<file path="src/rtl/uart_pkg.sv">
// Shared definitions for the parametrised UART transmitter: parity codes, FSM states and a
// constant-safe ceil(log2) helper.
package uart_pkg;

  localparam int unsigned PAR_NONE = 0;
  localparam int unsigned PAR_ODD  = 1;
  localparam int unsigned PAR_EVEN = 2;

  typedef enum logic [2:0] {
    StIdle,
    StStart,
    StData,
    StParity,
    StStop
  } state_e;

  // Number of bits needed to index 'value' entries (ceil(log2(value))).
  function automatic int unsigned clog2(input int unsigned value);
    int unsigned result;
    result = 0;
    while ((32'd1 << result) < value) begin
      result++;
    end
    return result;
  endfunction

endpackage

</file>
<file path="src/rtl/uart_tx_param_if.sv">
// Host-side interface of the UART transmitter: write port, FIFO status and the serial line.
interface uart_tx_param_if
  import uart_pkg::*;
#(
  parameter int unsigned DATA_BITS  = 8,
  parameter int unsigned FIFO_DEPTH = 4
);
  localparam int unsigned CountW = clog2(FIFO_DEPTH) + 1;

  logic [DATA_BITS-1:0] data_in;
  logic                 en_data_in;
  logic                 full;
  logic [CountW-1:0]    fifo_count;
  logic                 overflow;
  logic                 TX;
  logic                 busy;

  modport master (
    output data_in, en_data_in,
    input  full, fifo_count, overflow, TX, busy
  );

  modport slave (
    input  data_in, en_data_in,
    output full, fifo_count, overflow, TX, busy
  );
endinterface

</file>
<file path="src/rtl/uart_tx_fifo.sv">
// Synchronous FIFO with registered occupancy; head word is presented combinationally on rdata.
module uart_tx_fifo
  import uart_pkg::*;
#(
  parameter int unsigned Width = 8,
  parameter int unsigned Depth = 4
) (
  input  logic                    clk,
  input  logic                    res,
  input  logic                    push,
  input  logic                    pop,
  input  logic [Width-1:0]        wdata,
  output logic [Width-1:0]        rdata,
  output logic                    full,
  output logic                    empty,
  output logic [clog2(Depth):0]   count
);
  localparam int unsigned PtrW   = clog2(Depth);
  localparam int unsigned CountW = PtrW + 1;

  logic [Width-1:0]  mem_q [Depth];
  logic [PtrW-1:0]   wr_ptr_q, rd_ptr_q;
  logic [CountW-1:0] count_q, count_d;

  always_ff @(posedge clk) begin
    if (push) begin
      mem_q[wr_ptr_q] <= wdata;
    end
  end

  always_ff @(posedge clk or posedge res) begin
    if (res) begin
      wr_ptr_q <= '0;
      rd_ptr_q <= '0;
      count_q  <= '0;
    end else begin
      if (push) wr_ptr_q <= wr_ptr_q + 1'b1;
      if (pop)  rd_ptr_q <= rd_ptr_q + 1'b1;
      count_q <= count_d;
    end
  end

  always_comb begin
    count_d = count_q;
    case ({push, pop})
      2'b10:   count_d = count_q + 1'b1;
      2'b01:   count_d = count_q - 1'b1;
      default: count_d = count_q;
    endcase
  end

  assign rdata = mem_q[rd_ptr_q];
  assign full  = (count_q == CountW'(Depth));
  assign empty = (count_q == '0);
  assign count = count_q;

endmodule

</file>
<file path="src/rtl/uart_tx_param.sv">
// Parametrised UART transmitter: input FIFO feeding a start/data/parity/stop framing FSM.
// TX is registered from the current state, so the line lags the state by one clock.
module uart_tx_param
  import uart_pkg::*;
#(
  parameter int unsigned CLK_FREQ   = 24000000,
  parameter int unsigned BAUD       = 4800,
  parameter int unsigned DATA_BITS  = 8,
  parameter int unsigned PARITY     = 0,
  parameter int unsigned STOP_BITS  = 1,
  parameter int unsigned FIFO_DEPTH = 4
) (
  input logic           clk,
  input logic           res,
  uart_tx_param_if.slave bus
);
  localparam int unsigned ClksPerBit = CLK_FREQ / BAUD;
  localparam int unsigned CntW       = clog2(ClksPerBit);
  localparam int unsigned IdxW       = clog2(DATA_BITS + 1);
  localparam int unsigned CountW     = clog2(FIFO_DEPTH) + 1;
  localparam logic        HasPar     = (PARITY != PAR_NONE);
  localparam logic        OddPar     = (PARITY == PAR_ODD);

  state_e               state_q, state_d;
  logic [CntW-1:0]      cnt_q, cnt_d;
  logic [IdxW-1:0]      idx_q, idx_d;
  logic [DATA_BITS-1:0] shreg_q, shreg_d;
  logic                 par_q, par_d;
  logic                 busy_q, busy_d;
  logic                 tx_q, tx_d;
  logic                 overflow_q;
  logic                 tick;
  logic                 push, pop;
  logic                 fifo_full, fifo_empty;
  logic [DATA_BITS-1:0] fifo_rdata;
  logic [CountW-1:0]    fifo_cnt;

  // Full is the registered pre-pop value, so a write while full is rejected even on a pop cycle.
  assign push = bus.en_data_in && !fifo_full;

  uart_tx_fifo #(
    .Width (DATA_BITS),
    .Depth (FIFO_DEPTH)
  ) u_fifo (
    .clk   (clk),
    .res   (res),
    .push  (push),
    .pop   (pop),
    .wdata (bus.data_in),
    .rdata (fifo_rdata),
    .full  (fifo_full),
    .empty (fifo_empty),
    .count (fifo_cnt)
  );

  assign tick = (cnt_q == CntW'(ClksPerBit - 1));

  always_comb begin
    state_d = state_q;
    cnt_d   = tick ? '0 : cnt_q + 1'b1;
    idx_d   = idx_q;
    shreg_d = shreg_q;
    par_d   = par_q;
    busy_d  = busy_q;
    tx_d    = 1'b1;
    pop     = 1'b0;

    case (state_q)
      StIdle: begin
        cnt_d  = '0;
        busy_d = 1'b0;
        if (!fifo_empty) begin
          pop     = 1'b1;
          busy_d  = 1'b1;
          state_d = StStart;
        end
      end
      StStart: begin
        tx_d = 1'b0;
        if (tick) begin
          idx_d   = '0;
          state_d = StData;
        end
      end
      StData: begin
        tx_d = shreg_q[0];
        if (tick) begin
          shreg_d = shreg_q >> 1;
          if (idx_q == IdxW'(DATA_BITS - 1)) begin
            idx_d   = '0;
            state_d = HasPar ? StParity : StStop;
          end else begin
            idx_d = idx_q + 1'b1;
          end
        end
      end
      StParity: begin
        tx_d = par_q;
        if (tick) begin
          idx_d   = '0;
          state_d = StStop;
        end
      end
      StStop: begin
        tx_d = 1'b1;
        if (tick) begin
          if (idx_q == IdxW'(STOP_BITS - 1)) begin
            if (!fifo_empty) begin
              pop     = 1'b1;
              state_d = StStart;
            end else begin
              busy_d  = 1'b0;
              state_d = StIdle;
            end
          end else begin
            idx_d = idx_q + 1'b1;
          end
        end
      end
      default: begin
        cnt_d   = '0;
        busy_d  = 1'b0;
        state_d = StIdle;
      end
    endcase

    if (pop) begin
      shreg_d = fifo_rdata;
      par_d   = (^fifo_rdata) ^ OddPar;
      cnt_d   = '0;
    end
  end

  always_ff @(posedge clk or posedge res) begin
    if (res) begin
      state_q    <= StIdle;
      cnt_q      <= '0;
      idx_q      <= '0;
      shreg_q    <= '0;
      par_q      <= 1'b0;
      busy_q     <= 1'b0;
      tx_q       <= 1'b1;
      overflow_q <= 1'b0;
    end else begin
      state_q    <= state_d;
      cnt_q      <= cnt_d;
      idx_q      <= idx_d;
      shreg_q    <= shreg_d;
      par_q      <= par_d;
      busy_q     <= busy_d;
      tx_q       <= tx_d;
      overflow_q <= bus.en_data_in && fifo_full;
    end
  end

  assign bus.TX         = tx_q;
  assign bus.busy       = busy_q;
  assign bus.full       = fifo_full;
  assign bus.fifo_count = fifo_cnt;
  assign bus.overflow   = overflow_q;

endmodule

</file>
<file path="src/flat_wrapper.sv">
// flat-port wrapper written by rule: the top's interface ports become plain ports
module uart_tx_param_flat import uart_pkg::*;
#(
  parameter int unsigned CLK_FREQ   = 24000000,
  parameter int unsigned BAUD       = 4800,
  parameter int unsigned DATA_BITS  = 8,
  parameter int unsigned PARITY     = 0,
  parameter int unsigned STOP_BITS  = 1,
  parameter int unsigned FIFO_DEPTH = 4
)
  (clk, res, bus_data_in, bus_en_data_in, bus_full, bus_fifo_count, bus_overflow, bus_TX, bus_busy);
  uart_tx_param_if #(.DATA_BITS(DATA_BITS), .FIFO_DEPTH(FIFO_DEPTH)) bus_i ();
  input logic clk;
  input logic res;
  input wire logic [$bits(bus_i.data_in)-1:0] bus_data_in;
  input wire logic [$bits(bus_i.en_data_in)-1:0] bus_en_data_in;
  output wire logic [$bits(bus_i.full)-1:0] bus_full;
  output wire logic [$bits(bus_i.fifo_count)-1:0] bus_fifo_count;
  output wire logic [$bits(bus_i.overflow)-1:0] bus_overflow;
  output wire logic [$bits(bus_i.TX)-1:0] bus_TX;
  output wire logic [$bits(bus_i.busy)-1:0] bus_busy;
  assign bus_i.data_in = bus_data_in;
  assign bus_i.en_data_in = bus_en_data_in;
  assign bus_full = bus_i.full;
  assign bus_fifo_count = bus_i.fifo_count;
  assign bus_overflow = bus_i.overflow;
  assign bus_TX = bus_i.TX;
  assign bus_busy = bus_i.busy;
  uart_tx_param #(.CLK_FREQ(CLK_FREQ), .BAUD(BAUD), .DATA_BITS(DATA_BITS), .PARITY(PARITY), .STOP_BITS(STOP_BITS), .FIFO_DEPTH(FIFO_DEPTH)) u_core (.clk(clk), .res(res), .bus(bus_i));
endmodule
</file>
<file path="config.mk">
export PLATFORM = sky130hd
export DESIGN_NAME = uart_tx_param_flat
export DESIGN_NICKNAME = d
export VERILOG_FILES = /design/src/rtl/uart_pkg.sv /design/src/rtl/uart_tx_param_if.sv /design/src/rtl/uart_tx_fifo.sv /design/src/rtl/uart_tx_param.sv /design/src/flat_wrapper.sv
export SDC_FILE = /design/constraint.sdc
export NUM_CORES = 1
export LEC_CHECK = 0
export CORE_MARGIN = 2
export CORE_UTILIZATION = 55
export CTS_CLUSTER_DIAMETER = 50
export DETAILED_ROUTE_END_ITERATION = 6
export PLACE_DENSITY = 0.74
export SYNTH_ARGS = -nofsm -noshare
export SYNTH_HDL_FRONTEND = slang
export SYNTH_SLANG_ARGS = --single-unit
</file>
<file path="constraint.sdc">
create_clock -name clk -period 3.6 [get_ports clk]
set_clock_uncertainty 0.2 [all_clocks]
set_input_delay 0.9 -clock clk [delete_from_list [all_inputs] [get_ports clk]]
set_output_delay 0.9 -clock clk [all_outputs]
set_load 0.005 [all_outputs]
</file>
======== Word level (Yosys, flattened, before mapping) ========
Memory sizes are Yosys's and may differ from the RTL's.
Index checks and enable logic that the tools add are counted.
cells by class
  add/subtract/negate cells ............... 6
  $mul .................................... 0
  div/mod/pow operators ................... 0
  magnitude comparators ................... 0
  equality and inequality tests ........... 19
  shifts and indexed selects .............. 0
  multiplexer cells ....................... 33
  bitwise operators ....................... 1
  reduce and logical (&&, ||, !) cells .... 18
operators with widths
  cell                     count
  $mux W13                 3
  $mux W8                  3
  $mux W3                  7
  $mux W4                  5
  $ne A2 B1 Y1 const B     8
  $pmux W3 S5              1
  $add A13 B1 Y13 const B  1
  $eq A13 B13 Y1 const B   1
  $pmux W4 S3              1
  $mux W1                  9
  $reduce_xor A8 Y1        1
  $reduce_and A7 Y1        1
  $eq A3 B2 Y1 const B     2
  $eq A3 B3 Y1 const B     2
  $logic_not A3 Y1         2
  $pmux W1 S3              2
  $pmux W3 S2              1
  $reduce_bool A2 Y1       3
  $reduce_and A5 Y1        1
  $add A2 B1 Y2 const B    2
  $add A4 B1 Y4 const B    1
  $eq A4 B3 Y1 const B     1
  $logic_not A4 Y1         1
  $ne A2 B2 Y1 const B     2
  15 further kinds         16
word-level totals
  register bits ........................... 39
  latch bits .............................. 0
  RAM bits ................................ 32
  memory bits (read-only) ................. 0
  bits of input ports ..................... 11
  output and inout bits ................... 7
  memories ................................ 1
memories
  name                 depth  width  rd ports  clocked after memory_dff  write ports  RTL line            source
  u_core.u_fifo.mem_q  4      8      1         0                         1            uart_tx_fifo.sv:21  logic [Width-1:0] mem_q [Depth];

======== Logic depth before layout (Yosys ltp) ========
Gate-level depths: netlist (run 1).
  depth in word-level cells ............... 7
  gate-level depth with buffers ........... 11
  depth with buffers taken out ............ 10

======== By module ========
Synthesis (run 1) repeated with hierarchy kept, for this count alone.
second synthesis, totals
  cells, all modules ...................... 253
  area total of the unflattened synthesis .. 3358.2 µm²
modules (own cells, without submodules)
  module         instances  cells an instance  area each (µm²)  seq. area each (µm²)
  uart_tx_param  1          174                1801.7           802.0
  uart_tx_fifo   1          79                 1556.5           1136.1

======== Least setup slack after synthesis (run 1) ========
No wires, ideal clock.
  kind .................................... flip-flop to flip-flop
  start point ............................. register u_core.cnt_q[0]
  end point ............................... register u_core.u_fifo.count_q[2] (netlist: u_core.u_fifo.count[2])
  setup time .............................. 0.125 ns
  arrival ................................. 2.316 ns
  data required time ...................... 3.275 ns
  setup slack ............................. 0.958 ns
  cell stages (with the launch flop) ...... 11
  period minus slack after synthesis ...... 2.642 ns
  cells stage by stage .................... dfrtp_1 -> ha_1 -> and4_1 -> a41o_2 -> nor2b_1 -> buf_2 -> ha_1 -> fa_1 -> xnor2_1 -> nor2_1 -> xor2_1
between the ends
  word-level cells in the longest chain between the ends .. 5
  elaborated cells between the ends (all ways) .. 7
  classes of those cells .................. 3 x eq/ne; 3 x mux; 1 x reduce/logical
ends and longest elaborated chain
  what                                                      RTL line              source
  start: declaration                                        uart_tx_param.sv:25   logic [CntW-1:0] cnt_q, cnt_d;
  start signal: assignment                                  uart_tx_param.sv:146  cnt_q <= cnt_d;
  $eq A13 B13 Y1 (*)                                        uart_tx_param.sv:56   assign tick = (cnt_q == CntW'(ClksPerBit - 1));
  $mux W1 (*)                                               uart_tx_param.sv:106  if (tick) begin
  $pmux W1 S2 (*)                                           uart_tx_param.sv:68   case (state_q)
  $eq A2 B1 Y1 / $eq A2 B2 Y1 (equally long branches)       uart_tx_fifo.sv:45    case ({push, pop})
  $pmux W3 S2 / $reduce_bool A2 Y1 (equally long branches)  n/a
  end signal: assignment                                    uart_tx_fifo.sv:39    count_q <= count_d;
  end: declaration                                          uart_tx_fifo.sv:23    logic [CountW-1:0] count_q, count_d;
Every way passes the cells marked *; elsewhere a longest branch is shown, timed or not.
A chain may end at the register's enable or synchronous reset.

======== Worst setup path in the final report (run 1) ========
  start point ............................. register u_core.u_fifo.count_q[0] (netlist: u_core.u_fifo.count[0])
  end point ............................... output bus_full
between the ends
  word-level cells in the longest chain between the ends .. 1
ends and longest elaborated chain
  what              RTL line            source
  $eq A3 B3 Y1      uart_tx_fifo.sv:53  assign full = (count_q == CountW'(Depth));
  end: declaration  flat_wrapper.sv:17  output wire logic [$bits(bus_i.full)-1:0] bus_full;
No other way between the ends.

==> results of run 1 <==
## per-stage QoR
stage          utilization [%]  hold slack (ns)  setup slack, ns  std cells  power, mW
6_report                  63.5            0.294            0.873        354       2.70
5_1_grt                   63.5            0.338            0.719        354       2.87
4_1_cts                   63.5            0.296            0.837        354       2.74
3_5_place_dp              60.1            0.285            0.567        338       2.08
3_3_place_gp              60.1            0.272            0.641        338       2.06
2_1_floorplan                -            0.248            0.958        253       1.87
## power breakdown
group | internal, mW | switching [mW] | total (mW) | leakage [nW]
Clock | 0.328 | 0.317 | 0.645 | 0.0982
Sequential | 1.06 | 0.178 | 1.24 | 0.788
Combinational | 0.449 | 0.362 | 0.811 | 0.626
Total | 1.84 | 0.856 | 2.70 | 1.51
## cells in the mapped netlist, types with 2 or more instances
master and number:
inv_1 9, and2_1 2, nand3_1 5, and3_1 7
nor4b_4 2, mux4_2 8, clkbuf_1 3, nor2b_1 4
buf_2 3, nor2_1 20, or3_1 4, xor2_1 9
o21ai_1 7, xnor2_1 16, nand2b_1 3, buf_6 2
a21oi_1 3, nand2_1 25, dfrtp_1 38, edfxtp_1 32
ha_1 8, and4_1 2, o21ai_0 9, mux2i_1 7
## logic make-up (layout without fill, tap and decap cells)
group,after synthesis,count (layout),share of synthesized area (%)
adders and majority gates,9,9,3.65
AOI/OAI and AO/OA,27,27,5.29
muxes,17,17,8.29
DFF,71,71,58.9
and+or+nand+nor,86,86,14.5
buffers and inverters,18,44,2.66
xor gates and xnor gates,25,25,6.66
## final timing paths
path,cells after the start,startpoint,to
setup / recovery,4,u_core.u_fifo.count[0],bus_full
hold / removal,1,u_core.cnt_q[0],u_core.cnt_q[0]
setup reg to reg,8,u_core.idx_q[0],u_core.u_fifo.count[1]
hold reg to reg,1,u_core.cnt_q[0],u_core.cnt_q[0]
max in group asynchronous,3,res,u_core.bus.TX
min in group asynchronous,3,res,u_core.u_fifo.count[0]
## state kept, by name, summed over array words and instances (netlist names)
register	cells
u_core.u_fifo.rd_ptr_q	2
u_core.state_q	3
u_core.u_fifo.count	3
u_core.u_fifo.wr_ptr_q	2
u_core.bus.TX	1
u_core.par_q	1
u_core.idx_q	4
u_core.shreg_q	8
u_core.u_fifo.mem_q	32
u_core.bus.busy	1
u_core.cnt_q	13
u_core.bus.overflow	1
## final cells by class
cell class | instances | area share (%)
well taps | 75 | 2.52
clock inverters | 7 | 2.12
multi-input cells | 164 | 34.0
inverters | 9 | 0.909
repair buffers | 19 | 4.98
flip-flops and latches | 71 | 52.1
clock buffers | 9 | 3.33
## metal layers
layer / vias to the layer above / wire length [um] / GRT usage (%)
li1: 936 / - / -
met1: 898 / 2340 / 23.3
met2: 26 / 2380 / 27.0
met3: 11 / 168 / 4.67
met4: 0 / 108 / 8.14
met5: - / 0 / 0
==> results.sh, run 1 <==
export IMPL_status="finished clean"
export IMPL_ir_drop_uv=468
export IMPL_first_iter_violations=168
export IMPL_final_hold_viol_count=0
export IMPL_ys_warn_count=0
export IMPL_drive_gt1_share_pct=13.6
export IMPL_synth_seq_cells=71
export IMPL_grt_use_total_pct=17.6
export IMPL_gp_congestion=0.746
export IMPL_start_util_pct=56.2
export IMPL_seq_area_frac_synth_pct=58.9
export IMPL_leakage_nw=1.51
export IMPL_worstSetupEndpointType="primary output"
export IMPL_synthTopCellsByArea="edfxtp_1, dfrtp_1, mux4_2, xnor2_1, ha_1"
export IMPL_async_flop_share_pct=54.9
export IMPL_worstMarginPinSlew_ns=0.554
export IMPL_numPortBuffers=17
export IMPL_cts_sinks=71
export IMPL_yosysTopAreaCell="edfxtp_1"
export IMPL_crit_chain="nor2_1, nand2_1, inv_1, clkdlybuf4s50_1"
export IMPL_arrival_ns=1.63
export IMPL_cp_top_family="buffers and inverters"
export IMPL_grt_pass1_vias=1778
export IMPL_multi_input_area_um2=1260
export IMPL_maxSlewViolCount=0
export IMPL_rsz0062_at_grt="false"
export IMPL_nFillCells=437
export IMPL_coreArea_um2=5850
export IMPL_synthesis_area_um2=3290
export IMPL_antenna_cells=0
export IMPL_max_cap_viol_count=0
export IMPL_tns_ns=0
export IMPL_clk_latency_ns=0.34
export IMPL_die_w_um=81.3
export IMPL_antenna_found_initial=0
export IMPL_synth_distinct_cells=49
export IMPL_finalSetupViolCount=0
export IMPL_synth_edf_count=32
export IMPL_path_buf_inv=2
export IMPL_regArea_um2=1940
export IMPL_maxSlewHeadroom_pct=63.1
export IMPL_worstSetupStartpointType="flip-flop"
export IMPL_period_share_pct=75.7
export IMPL_drc=0
export IMPL_power_per_cell_area_nw_per_um2=725
export IMPL_areaGrowthSynthToFinish_pct=13.0
export IMPL_cts_path_max_buffers=2
export IMPL_cpPeakStageDelay_ns=0.49
export IMPL_post_cts_resized=0
export IMPL_reg2reg_slack_ns=0.96
export IMPL_row_count=28
export IMPL_max_clock_freq_mhz=367
export IMPL_cts_setup_buffers=0
export IMPL_final_common_cell="dfrtp_1"
export IMPL_ant_nets=0
export IMPL_grt_pass1_wl_mm=8.41
export IMPL_fin_nets=294
export IMPL_slowest_stage="clkdlybuf4s50_1"
export IMPL_clk_pin_slew_worst_paths_ns=0.08
export IMPL_hpwl_mm=3.46
export IMPL_timing_final_crit_period_ns=2.73
export IMPL_cts_tree="done"
export IMPL_wire_per_inst_um=14.1
export IMPL_cts_hold_buffers_added=0
export IMPL_cp_required_ns=2.50
export IMPL_grt_max_degree=40
export IMPL_cp_max_fo=6
export IMPL_post_drt_via_cell_ratio=5.29
export IMPL_synth_ff_type="dfrtp_1"
export IMPL_numCtsBuffers=9
export IMPL_syn_nets=273
export IMPL_min_path_type="flip-flop to flip-flop"
export IMPL_first_pass_iters=4
export IMPL_num_vias=1871
export IMPL_worstSetupPathType="flip-flop to primary output"
export IMPL_dpl_cell_area_um2=3510
export IMPL_die_h_um=81.3
export IMPL_grt_ovfl_total=0
export IMPL_synth_cells=253
export IMPL_dieArea_um2=6620
export IMPL_htree_levels=3
export IMPL_final_area_um2=3720
export IMPL_wirelength_mm=5.00
export IMPL_layout_common_cells="dfrtp_1, edfxtp_1, nand2_1, nor2_1, clkdlybuf4s50_1"
export IMPL_avgSynthCellArea_um2=13.0
export IMPL_io_pins=18
export IMPL_synth_top_area_share_pct=29.2
export IMPL_clockRootBuffer="clkbuf_8"
Power figures use the tool's default switching activity.
==> run 2, diff against run 1 <==
- clock period: 3.6 -> 2.8 ns (I/O delays scaled with it)
==> run 2 against run 1 <==
Compared with the run above:
- first-iteration DRC count decreased by 43%
- critical path type is now flip-flop to flip-flop
- critical path depth is 5 higher
- global-route usage is 0.25 points higher
- highest routed layer unchanged
==> results.sh, run 2 (synthesis gave the netlist of run 1 again) <==
export IMPL_ir_drop_uv=483
export IMPL_min_path_type="flip-flop to flip-flop"
export IMPL_row_count=28
export IMPL_coreArea_um2=5850
export IMPL_fin_util_pct=63.9
export IMPL_cpMostUsedCell="ha_1"
export IMPL_timing_final_crit_period_ns=2.61
export IMPL_top_regs="u_core.u_fifo.mem_q: 32 flops, u_core.cnt_q: 13 flops, u_core.shreg_q: 8 flops"
export IMPL_worstSetupPathType="flip-flop to flip-flop"
export IMPL_grt_pass1_vias=1846
export IMPL_period_share_pct=93.2
export IMPL_start_util_pct=56.2
export IMPL_io_pins=18
export IMPL_cp_top_family="adder cells"
export IMPL_arrival_ns=2.64
export IMPL_worstMarginPinSlew_ns=0.559
export IMPL_wire_per_inst_um=14.3
export IMPL_slowest_stage="dfrtp_1"
export IMPL_dpl_cell_area_um2=3540
export IMPL_cts_path_max_buffers=2
export IMPL_numPortBuffers=17
export IMPL_worstSetupStartpointType="flip-flop"
export IMPL_cts_sinks=71
export IMPL_areaGrowthSynthToFinish_pct=13.6
export IMPL_cts_setup_buffers=0
export IMPL_max_cap_viol_count=0
export IMPL_drive_gt1_share_pct=15.2
export IMPL_clk_pin_slew_worst_paths_ns=0.08
export IMPL_die_h_um=81.3
export IMPL_layout_common_cells="dfrtp_1, edfxtp_1, nand2_1, nor2_1, clkdlybuf4s50_1"
export IMPL_worstSetupEndpointType="flip-flop"
export IMPL_dp_cells=342
export IMPL_numCtsBuffers=9
export IMPL_grt_pass1_wl_mm=8.63
export IMPL_max_clock_freq_mhz=383
export IMPL_hold_ws_ns=0.294
export IMPL_first_pass_iters=4
export IMPL_num_vias=1910
export IMPL_grt_use_total_pct=17.8
export IMPL_grt_max_degree=40
export IMPL_ant_nets=0
export IMPL_die_w_um=81.3
export IMPL_post_drt_via_cell_ratio=5.34
export IMPL_fin_cells=358
export IMPL_final_area_um2=3740
export IMPL_final_common_cell="dfrtp_1"
export IMPL_path_buf_inv=0
export IMPL_dieArea_um2=6620
export IMPL_status="finished clean"
export IMPL_finalSetupViolCount=0
export IMPL_grt_ovfl_total=0
export IMPL_gp_congestion=0.729
export IMPL_clockRootBuffer="clkbuf_8"
export IMPL_rsz0062_at_grt="false"
export IMPL_power_per_cell_area_nw_per_um2=915
export IMPL_regMostFlops="u_core.u_fifo.mem_q"
export IMPL_post_cts_resized=0
export IMPL_drc=0
export IMPL_clk_latency_ns=0.35
export IMPL_cts_tree="done"
export IMPL_cts_hold_buffers_added=0
export IMPL_cpPeakStageDelay_ns=0.41
export IMPL_cp_required_ns=2.83
export IMPL_crit_chain="ha_1, and4_1, a41o_2, nor2b_1, ha_1, fa_1, xnor2_1, nor2_1, xor2_1"
export IMPL_maxSlewHeadroom_pct=62.8
export IMPL_htree_levels=3
export IMPL_first_iter_violations=96
export IMPL_largest_reg_flops=32
export IMPL_hpwl_mm=3.61
export IMPL_antenna_found_initial=0
export IMPL_wirelength_mm=5.14
export IMPL_antenna_cells=0
export IMPL_maxSlewViolCount=0
export IMPL_tns_ns=0
export IMPL_leakage_nw=1.53
export IMPL_final_hold_viol_count=0
export IMPL_fin_nets=298
export IMPL_cp_max_fo=4
## run 2: changes by cell type in the layout (fill, tap and decap cells not counted), sizes merged
cell    change
buf         +4
inv         +1
bufinv      -1
## run 2: worst register-to-register path: stages (launching register included)
cell,delay (ns)
dfrtp_1,0.41
ha_1,0.24
and4_1,0.25
a41o_2,0.29
nor2b_1,0.15
ha_1,0.22
fa_1,0.38
xnor2_1,0.16
nor2_1,0.06
xor2_1,0.13
## run 2: layout make-up
class                   instances  area, um^2
clock inverters                 7        63.8
clock buffers                   9         124
flip-flops and latches         71        1940
multi-input cells             164        1270
well taps                      75        93.8
repair buffers                 23         215
inverters                       9        33.8
fillers                       433        2110
## run 2: layer usage
layer / routed length, um / share of wire (%) / track usage [%] / vias up
met1: 2320 / 45 / 24.3 / 920
met3: 167 / 3.3 / 4.00 / 8
li1: - / - / - / 948
met2: 2540 / 50 / 26.6 / 34
met5: 0 / 0 / 0 / -
met4: 100 / 1.9 / 9.66 / 0
## run 2: final timing paths
check                           cells past startpoint            start                endpoint  slack [ns]
min in group asynchronous                           3              res  u_core.u_fifo.count[1]        0.57
worst max-delay path                                9  u_core.cnt_q[0]  u_core.u_fifo.count[2]        0.19
worst min register to register                      1  u_core.cnt_q[0]         u_core.cnt_q[0]        0.29
max in group asynchronous                           3              res           u_core.bus.TX        1.47
worst max register to register                      9  u_core.cnt_q[0]  u_core.u_fifo.count[2]        0.19
worst min-delay path                                1  u_core.cnt_q[0]         u_core.cnt_q[0]        0.29
## run 2: stage by stage
stage               setup slack (ns)  power [mW]
global route                   0.102        3.65
CTS                            0.147        3.47
floorplan                      0.158        2.40
finish                         0.190        3.42
detailed placement             0.156        2.70
global placement               0.174        2.65
## run 2: report_power, final
part | internal, mW | switching, mW | total [mW]
registers | 1.37 | 0.221 | 1.59
clock network | 0.341 | 0.420 | 0.760
logic | 0.586 | 0.488 | 1.07
total | 2.29 | 1.13 | 3.42
